<file path="config.mk">
export PLATFORM = sky130hd
export DESIGN_NAME = tri_bus_arbiter
export DESIGN_NICKNAME = d
export VERILOG_FILES = /design/src/rtl/tri_bus_pkg.sv /design/src/rtl/rr_arbiter.sv /design/src/rtl/tri_bus_arbiter.sv
export SDC_FILE = /design/constraint.sdc
export NUM_CORES = 1
export LEC_CHECK = 0
export ABC_CLOCK_PERIOD_IN_PS = 3000
export CAP_MARGIN = 10
export CORE_ASPECT_RATIO = 0.6
export CORE_MARGIN = 2
export CORE_UTILIZATION = 45
export DETAILED_ROUTE_END_ITERATION = 8
export HOLD_SLACK_MARGIN = 0.03
export PLACE_DENSITY = 0.79
export SETUP_SLACK_MARGIN = 0.4
export SLEW_MARGIN = 10
export SYNTH_ARGS = -nofsm -noshare
export SYNTH_HDL_FRONTEND = slang
export SYNTH_SLANG_ARGS = --single-unit
</file>
<file path="constraint.sdc">
create_clock -name clk -period 3 [get_ports clk]
set_input_delay 0.3 -clock clk [delete_from_list [all_inputs] [get_ports clk]]
set_output_delay 0.3 -clock clk [all_outputs]
set_load 0.05 [all_outputs]
</file>
<file path="src/rtl/tri_bus_pkg.sv">
// Shared definitions for the tri-state bus arbiter family: FSM encoding and
// the channel-index width rule used by every block that carries an owner index.
package tri_bus_pkg;

  typedef logic [1:0] bus_state_t;

  localparam bus_state_t ST_IDLE  = 2'd0;
  localparam bus_state_t ST_DRIVE = 2'd1;
  localparam bus_state_t ST_TURN  = 2'd2;

  // A single channel still needs a 1-bit index so port widths never collapse to zero.
  function automatic int ch_width(input int n);
    return (n > 1) ? $clog2(n) : 1;
  endfunction

endpackage

</file>
<file path="src/rtl/rr_arbiter.sv">
// Combinational round-robin picker: scans req starting at rr_ptr, wrapping
// modulo NUM_CH, and returns the first requester as one-hot plus binary index.
module rr_arbiter
  import tri_bus_pkg::*;
#(
  parameter  int NUM_CH = 4,
  localparam int CH_W   = ch_width(NUM_CH)
) (
  input  logic [NUM_CH-1:0] req,
  input  logic [CH_W-1:0]   rr_ptr,
  output logic [NUM_CH-1:0] win_onehot,
  output logic [CH_W-1:0]   win_idx,
  output logic              win_any
);

  logic [CH_W-1:0] k;

  always_comb begin
    win_onehot = '0;
    win_idx    = '0;
    win_any    = 1'b0;
    k          = '0;
    for (int i = 0; i < NUM_CH; i++) begin
      k = CH_W'((int'(rr_ptr) + i) % NUM_CH);
      if (!win_any && req[k]) begin
        win_any       = 1'b1;
        win_onehot[k] = 1'b1;
        win_idx       = k;
      end
    end
  end

endmodule

</file>
<file path="src/rtl/tri_bus_arbiter.sv">
// Round-robin owner of a shared tri-state bus: registered grant/enable/data,
// tenure capped at MAX_HOLD when others wait, TURN_CYCLES of release between owners.
module tri_bus_arbiter
  import tri_bus_pkg::*;
#(
  parameter  int WIDTH       = 32,
  parameter  int NUM_CH      = 4,
  parameter  int MAX_HOLD    = 8,
  parameter  int TURN_CYCLES = 1,
  localparam int CH_W        = ch_width(NUM_CH)
) (
  input  logic                    clk,
  input  logic                    reset,
  input  logic [NUM_CH-1:0]       req,
  input  logic [NUM_CH*WIDTH-1:0] data_in,
  output logic [NUM_CH-1:0]       grant,
  output logic [CH_W-1:0]         owner,
  output logic                    bus_oe,
  output logic [WIDTH-1:0]        bus_out
);

  localparam int HOLD_W = ch_width(MAX_HOLD);
  localparam int TURN_W = ch_width(TURN_CYCLES);

  localparam logic [HOLD_W-1:0] HOLD_LAST = HOLD_W'(MAX_HOLD - 1);
  localparam logic [TURN_W-1:0] TURN_LAST = TURN_W'(TURN_CYCLES - 1);
  localparam logic [CH_W-1:0]   CH_LAST   = CH_W'(NUM_CH - 1);

  bus_state_t          state, state_nx;
  logic [HOLD_W-1:0]   hold_cnt, hold_nx;
  logic [TURN_W-1:0]   turn_cnt, turn_nx;
  logic [CH_W-1:0]     rr_ptr, rr_nx;
  logic [NUM_CH-1:0]   grant_nx;
  logic [CH_W-1:0]     owner_nx;
  logic                oe_nx;
  logic [WIDTH-1:0]    out_nx;

  logic [WIDTH-1:0]    ch_data [NUM_CH];
  logic [NUM_CH-1:0]   pick_onehot;
  logic [CH_W-1:0]     pick_idx;
  logic                pick_any;
  logic                others_req;
  logic                owner_req;

  for (genvar c = 0; c < NUM_CH; c++) begin : g_ch
    assign ch_data[c] = data_in[c*WIDTH +: WIDTH];
  end

  rr_arbiter #(
    .NUM_CH (NUM_CH)
  ) u_rr (
    .req        (req),
    .rr_ptr     (rr_ptr),
    .win_onehot (pick_onehot),
    .win_idx    (pick_idx),
    .win_any    (pick_any)
  );

  // grant is one-hot on the owner while driving, so masking it leaves the contenders
  assign others_req = |(req & ~grant);
  assign owner_req  = req[owner];

  // ---- next-state decode ----
  always_comb begin
    state_nx = state;
    hold_nx  = hold_cnt;
    turn_nx  = turn_cnt;
    rr_nx    = rr_ptr;
    grant_nx = grant;
    owner_nx = owner;
    oe_nx    = bus_oe;
    out_nx   = bus_out;

    unique case (state)
      ST_IDLE: begin
        if (pick_any) begin
          state_nx = ST_DRIVE;
          grant_nx = pick_onehot;
          owner_nx = pick_idx;
          oe_nx    = 1'b1;
          out_nx   = ch_data[pick_idx];
          hold_nx  = '0;
          rr_nx    = (pick_idx == CH_LAST) ? '0 : pick_idx + 1'b1;
        end
      end

      ST_DRIVE: begin
        if (!owner_req || (hold_cnt == HOLD_LAST && others_req)) begin
          // bus_out keeps the last driven word through the release window
          state_nx = ST_TURN;
          grant_nx = '0;
          oe_nx    = 1'b0;
          hold_nx  = '0;
          turn_nx  = '0;
        end else begin
          out_nx  = ch_data[owner];
          hold_nx = (hold_cnt == HOLD_LAST) ? '0 : hold_cnt + 1'b1;
        end
      end

      ST_TURN: begin
        if (turn_cnt == TURN_LAST) begin
          turn_nx = '0;
          if (pick_any) begin
            state_nx = ST_DRIVE;
            grant_nx = pick_onehot;
            owner_nx = pick_idx;
            oe_nx    = 1'b1;
            out_nx   = ch_data[pick_idx];
            hold_nx  = '0;
            rr_nx    = (pick_idx == CH_LAST) ? '0 : pick_idx + 1'b1;
          end else begin
            state_nx = ST_IDLE;
          end
        end else begin
          turn_nx = turn_cnt + 1'b1;
        end
      end

      default: begin
        state_nx = ST_IDLE;
        grant_nx = '0;
        oe_nx    = 1'b0;
        hold_nx  = '0;
        turn_nx  = '0;
      end
    endcase
  end

  // ---- output and state registers ----
  always_ff @(posedge clk or posedge reset) begin
    if (reset) begin
      state    <= ST_IDLE;
      hold_cnt <= '0;
      turn_cnt <= '0;
      rr_ptr   <= '0;
      grant    <= '0;
      owner    <= '0;
      bus_oe   <= 1'b0;
      bus_out  <= '0;
    end else begin
      state    <= state_nx;
      hold_cnt <= hold_nx;
      turn_cnt <= turn_nx;
      rr_ptr   <= rr_nx;
      grant    <= grant_nx;
      owner    <= owner_nx;
      bus_oe   <= oe_nx;
      bus_out  <= out_nx;
    end
  end

endmodule

</file>
## After elaboration in Yosys (flattened, before gate mapping)

Index checks and enable logic that the tools add are counted.

- Bitwise logic cells: 8
- Muxes and demuxes: 67
- Reduce and logical (&&, ||, !) cells: 22
- Add/sub/neg operators: 6
- Equal/unequal tests: 8
- Magnitude comparators: 11

Operator list:

| operator | number |
|---|---|
| $mux W32 | 7 |
| $bmux W32 S2 | 2 |
| $pmux W32 S3 | 1 |
| $mux W4 | 7 |
| $mux W2 | 12 |
| $mux W1 | 18 |
| $lt A2 B3 Y1 const B | 5 |
| $mux W3 | 4 |
| $or A4 B4 Y4 | 3 |
| $pmux W4 S3 | 1 |
| $bmux W1 S2 | 5 |
| $pmux W3 S3 | 1 |
| $demux W1 S2 | 4 |
| $ge A2 B1 Y1 const B | 4 |
| $logic_and A1 B1 Y1 | 8 |
| $ne A2 B2 Y1 const B | 4 |
| $pmux W2 S2 | 2 |
| $ge A3 B3 Y1 const B | 2 |
| $not A2 Y3 | 2 |
| $pmux W1 S3 | 2 |
| $pmux W2 S3 | 1 |
| $reduce_and A2 Y1 | 3 |
| $reduce_and A3 Y1 | 2 |
| $add A2 B1 Y2 const B | 2 |
| 15 further kinds | 20 |

- Flip-flop bits (word level): 47
- Output and inout bits: 39
- Logic and storage cells: 130

## Logic depth before layout (Yosys ltp)

Gate-level depths: netlist of run 1.

- Depth in word-level cells: 19
- Mapped depth: 12
- Mapped depth without buffers: 8

## Hierarchy

Synthesis of run 1 repeated with hierarchy kept, for this count alone.

- Cell total of the unflattened synthesis: 286
- Area, all modules: 4227.8 µm²

Modules (own cells, without submodules):

| module | area each (µm²) | instances | cells each |
|---|---|---|---|
| tri_bus_arbiter | 3808.7 | 1 | 241 |
| rr_arbiter | 419.2 | 1 | 45 |

## Worst setup path after synthesis of run 1

No wires, ideal clock.

- Path type: register -> register
- Start: register rr_ptr[0]
- End: register bus_out[0]
- Setup time: 0.094 ns
- Cell stages (with the launch flop): 12
- Slack: 0.262 ns
- Arrival: 2.645 ns
- Clock period less this slack: 2.738 ns
- Path through: dfrtp_1 > buf_6 > inv_1 > ha_1 > buf_2 > mux4_2 > o211ai_1 > o21ai_4 > buf_12 > buf_12 > mux2i_1 > a221oi_2

- Longest elaborated chain between the ends: 19
- Elaborated cells between the ends (all ways): 32

Ends and longest elaborated chain:

| what | line | RTL |
|---|---|---|
| from (decl) | tri_bus_arbiter.sv:32 | `logic [CH_W-1:0] rr_ptr, rr_nx;` |
| from (signal assigned) | tri_bus_arbiter.sv:145 | `rr_ptr <= rr_nx;` |
| branches (longest 16 deep; another with $add A2 B1 Y2) | - |  |
| $mux W32 * | tri_bus_arbiter.sv:76, tri_bus_arbiter.sv:104 |  |
| $mux W32 | tri_bus_arbiter.sv:102 | `if (turn_cnt == TURN_LAST) begin` |
| $pmux W32 S3 * | tri_bus_arbiter.sv:74 | `unique case (state)` |
| to (signal assigned) | tri_bus_arbiter.sv:149 | `bus_out <= out_nx;` |
| to (decl) | tri_bus_arbiter.sv:19 | `output logic [WIDTH-1:0] bus_out` |

Every way passes the cells marked *. The select of a mux whose other input is x is not followed.
A chain may end at the register's enable or synchronous reset.

## Final worst setup path of run 1

- Start: register rr_ptr[0]
- End: register bus_out[30]

Same word-level chain as after synthesis.

==> results.cfg, run 1 <==
[clock_tree]
root_buffer = clkbuf_16
tritoncts = done
clkTransAtPathRegs_ns = 0.07
cts_buffers = 5
cts_hold_buf = 0
clockBufferDepth = 2
numClockSinks = 46
h-tree-depth = 2
clk_latency_ns = 0.29

[global_route]
antenna_found_initial = 0
grt_pass1_wl_microns = 22200
grt_max_degree = 47
grtUsageMet2 = 0.445
track_usage = 0.267
grtUsageMet3 = 0.0843
grt-busiest-layer = met2
grt_overflow = 0
grt_pass1_vias = 4249
use_met1 = 0.348

[power_and_ir_drop]
powerDensity_nw_per_um2 = 1230
vdd_drop_max_v = 0.000604
power_leakage_uw = 0.00254

[critical_path]
cp_data_arrival_time_ns = 2.71
critPathMaxFanout = 15
cpLargestDelayFamily = multiplexers
end_kind = register
reg2reg_to = bus_out[30]
r2r_slack_ns = 0.45
worstPathCellList = clkinvlp_4 > ha_4 > mux4_2 > nor2b_4 > nor2_4 > o21ai_4 > buf_12 > buf_16 > mux2i_1 > a221oi_2
crit_buf_inv = 3
reg2reg_depth = 10
reg2reg_from = rr_ptr[0]
cpPeakStageDelay_ns = 0.40
critPathLaunchType = register
critical_path_depth = 10
cp_data_required_time_ns = 3.16
cp_slowest_cell = dfrtp_2
path_class = reg -> reg

[placed_design]
place_ws_ns = 0.305
numPortBuffers = 172
dpl.hpwl_microns = 10200
post_dp_cell_area_sq_um = 6280
gp_congestion = 0.844
dp.cells = 657

[cells_and_area]
area_growth_pct = 50.1
fin_area_sq_um = 6630
multiInputGateArea_sq_um = 3050
antennaDiodeCount = 0
drive_gt1_frac = 0.248
fillCellCount = 691
seq_area_sq_um = 1150
finalNetCount = 687
finalNonFillerCells = 675

[synth]
ys.flop_type = dfrtp_1
synth_edf_count = 0
synth_cell_types = 43
syn_area_per_cell_sq_um = 11.9
syn_inst = 370
syn_nets = 513
syn-cell-area_sq_um = 4420
yosysSeqAreaShare = 0.261
yosys-top-cells-count = 71 x mux2i_1, 46 x dfrtp_1, 35 x mux4_2, 32 x a221oi_2, 32 x or3_1
ys_ff_latch = 46
synthesis.yosys.warnings = 0
synth_top_area_share = 0.261
yosysMostFrequentCell = mux2i_1
synth.area.top_cells = dfrtp_1 26%, mux4_2 18%, mux2i_1 16%
yosysTopAreaCell = dfrtp_1
synth-async-reset-ratio = 1.00

[sta]
layout_setup_ws_ns = 0.453
slew_viol_final = 0
finalCriticalPeriod_ns = 2.55
holdWs_ns = 0.366
clock.fmax_mhz = 393
tightestPinTransition_ns = 0.591
rsz0062_at_grt = true
tns_ns = 0
hold_violations = 0
min_period_over_period = 0.849
skew_ns = 0.00618
setup_viol = 0
maxSlewHeadroom = 0.605

[run_status]
status = finished clean

[worst_hold_path]
min_path_type = in -> async

[run]
maxCapViolCount = 0

[floorplan]
coreArea_sq_um = 9360
io_pins = 173
die_h_microns = 80.8
num_rows = 27
die_area_sq_um = 10700
start_util = 0.472
fp.dieW_microns = 132

[routing]
detail-route-antenna-nets = 0
drt_iter0_markers = 303
wire_per_inst_microns = 21.0
num_vias = 4061
first_pass_iters = 4
routed_wl_microns = 14200
vias_per_cell = 6.02
drc = 0
-- registers in the layout (all words and copies together), names as in the netlist --
signal	count
grant	4
rr_ptr	2
owner	2
hold_cnt	3
bus_out	32
state	2
bus_oe	1
-- where the power goes --
| group | internal (uW) | total [uW] | leakage, uW | switching, uW |
|---|---|---|---|---|
| sequential | 947 | 1150 | 0.000540 | 199 |
| combinational | 2970 | 6470 | 0.00193 | 3500 |
| clock | 313 | 568 | 0.0000704 | 255 |
| total | 4230 | 8180 | 0.00254 | 3960 |
-- layout by cell type (no fill, tap or decap), types with 6 or more instances in the layout --
master,count
mux4_2,35
mux2i_2,9
nor2_1,6
buf_4,25
ha_1,8
a221oi_2,32
nand2_1,9
clkdlybuf4s50_1,172
mux2i_1,62
o21ai_0,30
dfrtp_1,44
or3_1,32
-- worst reg2reg max path: stages (launching register included) --
cell        delay [ns]
dfrtp_2           0.40
clkinvlp_4        0.12
ha_4              0.33
mux4_2            0.37
nor2b_4           0.20
nor2_4            0.06
o21ai_4           0.22
buf_12            0.17
buf_16            0.17
mux2i_1           0.29
a221oi_2          0.09
-- cell families (layout without fill, tap and decap cells) --
kind of cell | Yosys count | in the layout | share of synthesized area
buffers and inverters | 43 | 218 | 0.0646
AOI/OAI and AO/OA | 93 | 93 | 0.203
DFF | 46 | 46 | 0.261
muxes | 110 | 110 | 0.352
and+or+nand+nor | 66 | 66 | 0.0881
adders and majority gates | 9 | 9 | 0.0255
xor gates and xnor gates | 3 | 3 | 0.00595
-- per-stage QoR --
stage | total power (uW) | utilization
after floorplan | 5800 | -
after detailed placement | 7100 | 0.672
after global routing | 8660 | 0.709
final | 8180 | 0.709
after global placement | 6980 | 0.672
after CTS | 8040 | 0.700
-- area by class of cell --
cell class | instances | share of cell area
Timing Repair Buffer | 205 | 0.316
Sequential cell | 46 | 0.174
Clock buffer | 5 | 0.0189
Clock inverter | 3 | 0.00377
Inverter | 5 | 0.00340
Tap cell | 130 | 0.0245
Multi-Input combinational cell | 281 | 0.460
-- layer usage --
layer | vias up | wire length, microns
met1 | 2028 | 6130
met2 | 166 | 6700
met5 | - | 0
li1 | 1851 | -
met3 | 16 | 1210
met4 | 0 | 123
-- timing repair --
action	4_1_cts	5_1_grt
cloned	2	0
setup buffers	4	4
endpoints found under the setup margin	32	32
pin swaps	2	4
gates resized for setup	4	10
-- worst max-delay path by stage --
stage / startpoint / to / slack [ns]
global route: rr_ptr[0] / bus_out[5] / 0.38
CTS: rr_ptr[0] / bus_out[30] / 0.43
floorplan: rr_ptr[0] / bus_out[22] / 0.36
detailed placement: req[3] / bus_out[11] / 0.31
finish: rr_ptr[0] / bus_out[30] / 0.45
global placement: req[3] / bus_out[3] / 0.40
Power figures use the tool's default switching activity.
==> run 2, diff against run 1 <==
--- a/config.mk
+++ b/config.mk
@@ -5,14 +5,14 @@
 export SDC_FILE = /design/constraint.sdc
 export NUM_CORES = 1
 export LEC_CHECK = 0
-export ABC_CLOCK_PERIOD_IN_PS = 3000
+export ABC_CLOCK_PERIOD_IN_PS = 2060
 export CAP_MARGIN = 10
 export CORE_ASPECT_RATIO = 0.6
 export CORE_MARGIN = 2
-export CORE_UTILIZATION = 45
+export CORE_UTILIZATION = 41
 export DETAILED_ROUTE_END_ITERATION = 8
 export HOLD_SLACK_MARGIN = 0.03
-export PLACE_DENSITY = 0.79
+export PLACE_DENSITY = 0.76
 export SETUP_SLACK_MARGIN = 0.4
 export SLEW_MARGIN = 10
 export SYNTH_ARGS = -nofsm -noshare
==> constraint.sdc (replaced) <==
create_clock -name clk -period 2.06 [get_ports clk]
set_input_delay 0.206 -clock clk [delete_from_list [all_inputs] [get_ports clk]]
set_output_delay 0.206 -clock clk [all_outputs]
set_load 0.05 [all_outputs]
==> run 2 against run 1 <==
Compared with the run above: the flow now finishes with violations (setup timing); flip-flop and latch count stayed put; critical path depth is 1 lower; die area is 9.4% higher; clock skew is 0.0015 ns lower; critical path type unchanged; largest power group unchanged.
==> results.cfg, run 2 (synthesis results as in run 1) <==
[run_status]
status = complete, but fails checks
violations = setup timing

[routing]
detail-route-antenna-nets = 0
routed_wl_microns = 16000
num_vias = 4322
first_pass_iters = 4
drc = 0
vias_per_cell = 6.03
drt_iter0_markers = 292
wire_per_inst_microns = 22.4

[power_and_ir_drop]
power_frac_comb = 0.817
seqPwrFrac = 0.121
total_power_uw = 13700
powerDensity_nw_per_um2 = 1890
power_leakage_uw = 0.00293
p_int_uw = 7190
vdd_drop_max_v = 0.00104
clkPwrFrac = 0.062
swShare = 0.474
p_sw_uw = 6490

[critical_path]
critPathMaxFanout = 15
cp_data_required_time_ns = 2.25
cp_data_arrival_time_ns = 2.69
path_class = reg -> reg
critPathLaunchType = register
end_kind = register

[cells_and_area]
fillCellCount = 751
layout_commonest_cell = clkdlybuf4s50_1
area_growth_pct = 63.6
regMostFlops = bus_out
antennaDiodeCount = 0
drive_gt1_frac = 0.325
reg.largest.list = bus_out x32, grant x4, hold_cnt x3
largest_reg_flops = 32
finalNetCount = 720
mostFrequentLayoutCells = 130 x clkdlybuf4s50_1, 59 x mux2i_1, 43 x dfrtp_1

[clock_tree]
cts_buffers = 5
numClockSinks = 46
tritoncts = done
clockBufferDepth = 2
h-tree-depth = 2
clkTransAtPathRegs_ns = 0.07
cts_hold_buf = 0
root_buffer = clkbuf_16
clk_latency_ns = 0.29

[floorplan]
fp.dieW_microns = 138
num_rows = 29
coreArea_sq_um = 10500
start_util = 0.420
io_pins = 173
die_area_sq_um = 11600
die_h_microns = 84.4

[sta]
skew_ns = 0.00463
rsz0062_at_grt = true
min_period_over_period = 1.21
layout_setup_ws_ns = -0.435
tns_ns = -13.46
maxSlewHeadroom = 0.641
slew_viol_final = 0
finalCriticalPeriod_ns = 2.50
hold_violations = 0
clock.fmax_mhz = 401
tightestPinTransition_ns = 0.539
setup_viol = 38

[placed_design]
dpl.hpwl_microns = 10700
gp_congestion = 0.882
numPortBuffers = 172

[worst_hold_path]
min_path_type = in -> async

[global_route]
grt_max_degree = 38
grt_pass1_vias = 4623
antenna_found_initial = 0
grt_overflow = 0
track_usage = 0.267
grt_pass1_wl_microns = 24600

[run]
maxCapViolCount = 0
-- run 2: area by class of cell --
cell class	instances	area (sq um)	area share
inverter	5	22.5	0.00312
multi-input combinational	281	3180	0.440
timing repair buffer	238	2540	0.352
tap	139	174	0.0241
sequential	46	1150	0.160
clock buffer	6	139	0.0192
clock inverter	2	12.5	0.00173
-- run 2: metal layers --
| layer | up-vias | GRT usage | part of all wire |
|---|---|---|---|
| met5 | - | 0 | 0 |
| met2 | 215 | 0.424 | 0.45 |
| met3 | 25 | 0.0799 | 0.096 |
| met1 | 2174 | 0.363 | 0.44 |
| li1 | 1908 | - | - |
| met4 | 0 | 0.0640 | 0.016 |
-- run 2: critical path, stage by stage, from the launching register on --
cell,delay (ns)
dfrtp_2,0.38
clkinvlp_4,0.11
ha_4,0.32
mux4_2,0.36
o211ai_1,0.35
o21ai_4,0.13
buf_12,0.17
buf_12,0.16
mux2i_1,0.15
a221oi_2,0.27
-- run 2: worst paths after layout --
check	from	endpoint	slack (ns)	cells past startpoint
setup / recovery	rr_ptr[0]	bus_out[12]	-0.44	9
hold / removal	reset	bus_out[14]	0.17	2
setup reg to reg	rr_ptr[0]	bus_out[12]	-0.44	9
hold reg to reg	hold_cnt[1]	hold_cnt[1]	0.51	1
max in group asynchronous	reset	owner[1]	1.40	3
min in group clk	hold_cnt[1]	hold_cnt[1]	0.51	1
-- run 2: through the flow --
step	util	area (sq um)	instances	worst slack, ns	hold slack (ns)
finish	0.687	7230	717	-0.435	0.165
global route	0.687	7230	717	-0.528	0.169
floorplan	-	4510	370	-0.578	0.456
CTS	0.670	7050	711	-0.332	0.170
global placement	0.628	6610	689	-0.410	0.474
detailed placement	0.628	6610	689	-0.516	0.479
-- run 2: power groups by stage --
stage	Combinational (uW)	Sequential, uW	Clock (uW)
after floorplan	5660	2900	0
after detailed placement	9470	1660	0
after CTS	10500	1650	858
final	11200	1650	848
after global routing	11800	1700	899
after global placement	9240	1660	0
-- run 2: repair_timing --
action / in CTS / in global routing
gates resized for setup: 60 / 23
setup endpoints to repair: 73 / 55
setup buffers: 10 / 2
endpoints found under the hold margin: 0 / 0
gates cloned: 4 / 4
pin swaps: 5 / 15
==> run 3, diff against run 2 <==
--- a/config.mk
+++ b/config.mk
@@ -5,11 +5,12 @@
 export SDC_FILE = /design/constraint.sdc
 export NUM_CORES = 1
 export LEC_CHECK = 0
+export ABC_AREA = 1
 export ABC_CLOCK_PERIOD_IN_PS = 2060
 export CAP_MARGIN = 10
 export CORE_ASPECT_RATIO = 0.6
 export CORE_MARGIN = 2
-export CORE_UTILIZATION = 41
+export CORE_UTILIZATION = 43
 export DETAILED_ROUTE_END_ITERATION = 8
 export HOLD_SLACK_MARGIN = 0.03
 export PLACE_DENSITY = 0.76
==> run 3 against run 2 <==
Compared with the run above: the flow still finishes with violations (setup timing); critical path depth grew 4; clock skew grew 0.0047 ns; fmax grew 16%; largest cell class unchanged.
==> results.cfg, run 3 <==
[synth]
synth_top_family_by_area = simple AND/OR/NAND/NOR gates
yosys-top-cells-count = 193 x nand2_1, 142 x inv_1, 107 x nand3_1, 74 x a21oi_1, 67 x o21ai_0
syn-cell-area_sq_um = 5150
synthXorXnorAreaFrac = 0
muxShareOfSynthArea = 0
synthesis.yosys.warnings = 0
syn_area_per_cell_sq_um = 6.03
synth_top_area_share = 0.223
yosysMostFrequentCell = nand2_1
syn_inst = 854
synth.area.top_cells = dfrtp_1 22%, nand2_1 14%, nand3_1 10%
yosys.area_share.simple = 0.361
synth_edf_count = 0
ys.flop_type = dfrtp_1
synth_cell_types = 34
yosysSeqAreaShare = 0.223
yosysTopAreaCell = dfrtp_1
synth-async-reset-ratio = 1.00
synth_fa_ha_area_frac = 0.0218
syn_nets = 997
ys_ff_latch = 46
synth-compound-area-share = 0.215

[global_route]
antenna_found_initial = 0
track_usage = 0.323
grt_pass1_vias = 6394
grt_pass1_wl_microns = 33300
grt_max_degree = 54
grt_overflow = 0

[clock_tree]
tritoncts = done
cts_hold_buf = 0
numClockSinks = 46
clockBufferDepth = 2
h-tree-depth = 2
clkTransAtPathRegs_ns = 0.07
root_buffer = clkbuf_16
clk_latency_ns = 0.30
cts_buffers = 5

[critical_path]
worstPathCellList = inv_4 > ha_4 > inv_6 > nand3_4 > nand2_4 > a21oi_2 > nand2_2 > nand3_4 > buf_12 > buf_16 > nor2_4 > a21oi_2 > a22oi_2
critPathLaunchType = register
cp_slowest_cell = dfrtp_2
reg2reg_from = rr_ptr[0]
r2r_slack_ns = -0.09
cp_data_required_time_ns = 2.27
critPathMaxFanout = 8
path_class = reg -> reg
end_kind = register
cpPeakStageDelay_ns = 0.44
startpoint = rr_ptr[0]
cp_data_arrival_time_ns = 2.37

[sta]
maxSlewHeadroom = 0.588
layout_setup_ws_ns = -0.0947
rsz0062_at_grt = true
setup_viol = 34
clock.fmax_mhz = 464
finalCriticalPeriod_ns = 2.15
slew_viol_final = 0
min_period_over_period = 1.05
skew_ns = 0.00934
holdWs_ns = 0.274
tightestPinTransition_ns = 0.620
hold_violations = 0

[worst_hold_path]
min_path_type = in -> async

[placed_design]
place_ws_ns = -0.203
dpl.hpwl_microns = 13800
gp_congestion = 0.910
numPortBuffers = 172

[run_status]
violations = setup timing
status = complete, but fails checks

[routing]
wire_per_inst_microns = 17.8
first_pass_iters = 5
num_vias = 6949
routed_wl_microns = 21400
vias_per_cell = 5.76
drt_iter0_markers = 762
detail-route-antenna-nets = 0
drc = 0

[floorplan]
coreArea_sq_um = 11500
num_rows = 30
die_area_sq_um = 12900
start_util = 0.449
fp.dieW_microns = 145
die_h_microns = 88.8
io_pins = 173

[cells_and_area]
area_growth_pct = 60.6
finalNetCount = 1188
reg.largest.list = bus_out x32, grant x4, hold_cnt x3
mostFrequentLayoutCells = 183 x nand2_1, 138 x inv_1, 133 x clkdlybuf4s50_1
antennaDiodeCount = 0
largest_reg_flops = 32
drive_gt1_frac = 0.168
regMostFlops = bus_out
finish.utilization = 0.721
fillCellCount = 930
layout_commonest_cell = nand2_1

[run]
maxCapViolCount = 0
[run 3: cell types whose count changed after synthesis, sizes merged, moves of 35 or more]
cell and delta:
o21ai +35, mux4 -35, inv +144, nand3 +106, a21oi +70, mux2i -72
nand4 +64, nand2 +195
[run 3: cell families after synthesis]
logic type,count (synthesis)
simple gates,388
compound gates,190
flops,46
fa+ha+maj,9
buf+inv,221
[run 3: cell type report]
cell class / instances / area [sq um] / area share
clock buffers: 5 / 125 / 0.0151
clock inverters: 3 / 43.8 / 0.00529
inverters: 150 / 593 / 0.0716
multi-input cells: 587 / 3420 / 0.414
flip-flops and latches: 46 / 1160 / 0.140
well taps: 160 / 200 / 0.0242
repair buffers: 255 / 2740 / 0.331
[run 3: final timing paths]
| path | endpoint | depth (start not counted) |
|---|---|---|
| setup / recovery | rr_ptr[1] | 13 |
| hold / removal | bus_out[12] | 3 |
| setup reg to reg | rr_ptr[1] | 13 |
| hold reg to reg | bus_out[7] | 2 |
| max in group asynchronous | owner[0] | 3 |
| min in group clk | bus_out[7] | 2 |
[run 3: per-layer routing]
| metal | global-route usage | wire length (microns) | up-vias |
|---|---|---|---|
| li1 | - | - | 3262 |
| met3 | 0.0691 | 2790 | 41 |
| met5 | 0 | 0 | - |
| met4 | 0.0704 | 284 | 0 |
| met1 | 0.455 | 9120 | 3105 |
| met2 | 0.515 | 9250 | 541 |
[run 3: what timing repair did]
item                       4_1_cts  5_1_grt
resized for setup               75       44
pin swaps                       11        8
setup endpoints to repair       76       51
gates cloned                     5        0
setup buffers                   11        4
[run 3: worst max-delay path, delay by kind of cell (launching register included)]
family | cells | cell delay, ns
buffers and inverters | 4 | 0.51
flip-flops | 1 | 0.44
AO/OA/AOI/OAI | 3 | 0.25
adder cells (fa/ha/maj) | 1 | 0.24
AND/OR/NAND/NOR | 5 | 0.62
[run 3: metrics by stage]
| stage | std cells | TNS [ns] | instance area, sq um |
|---|---|---|---|
| after floorplan | 854 | 0 | 5250 |
| after global placement | 1178 | -4.20 | 7480 |
| after detailed placement | 1178 | -6.33 | 7480 |
| after CTS | 1202 | -0.230 | 8050 |
| after global routing | 1206 | -4.38 | 8280 |
| final | 1206 | -1.53 | 8280 |
Power of run 3 is not shown: default switching activity piles up to over one toggle a cycle in this logic, so the estimate is an artifact.
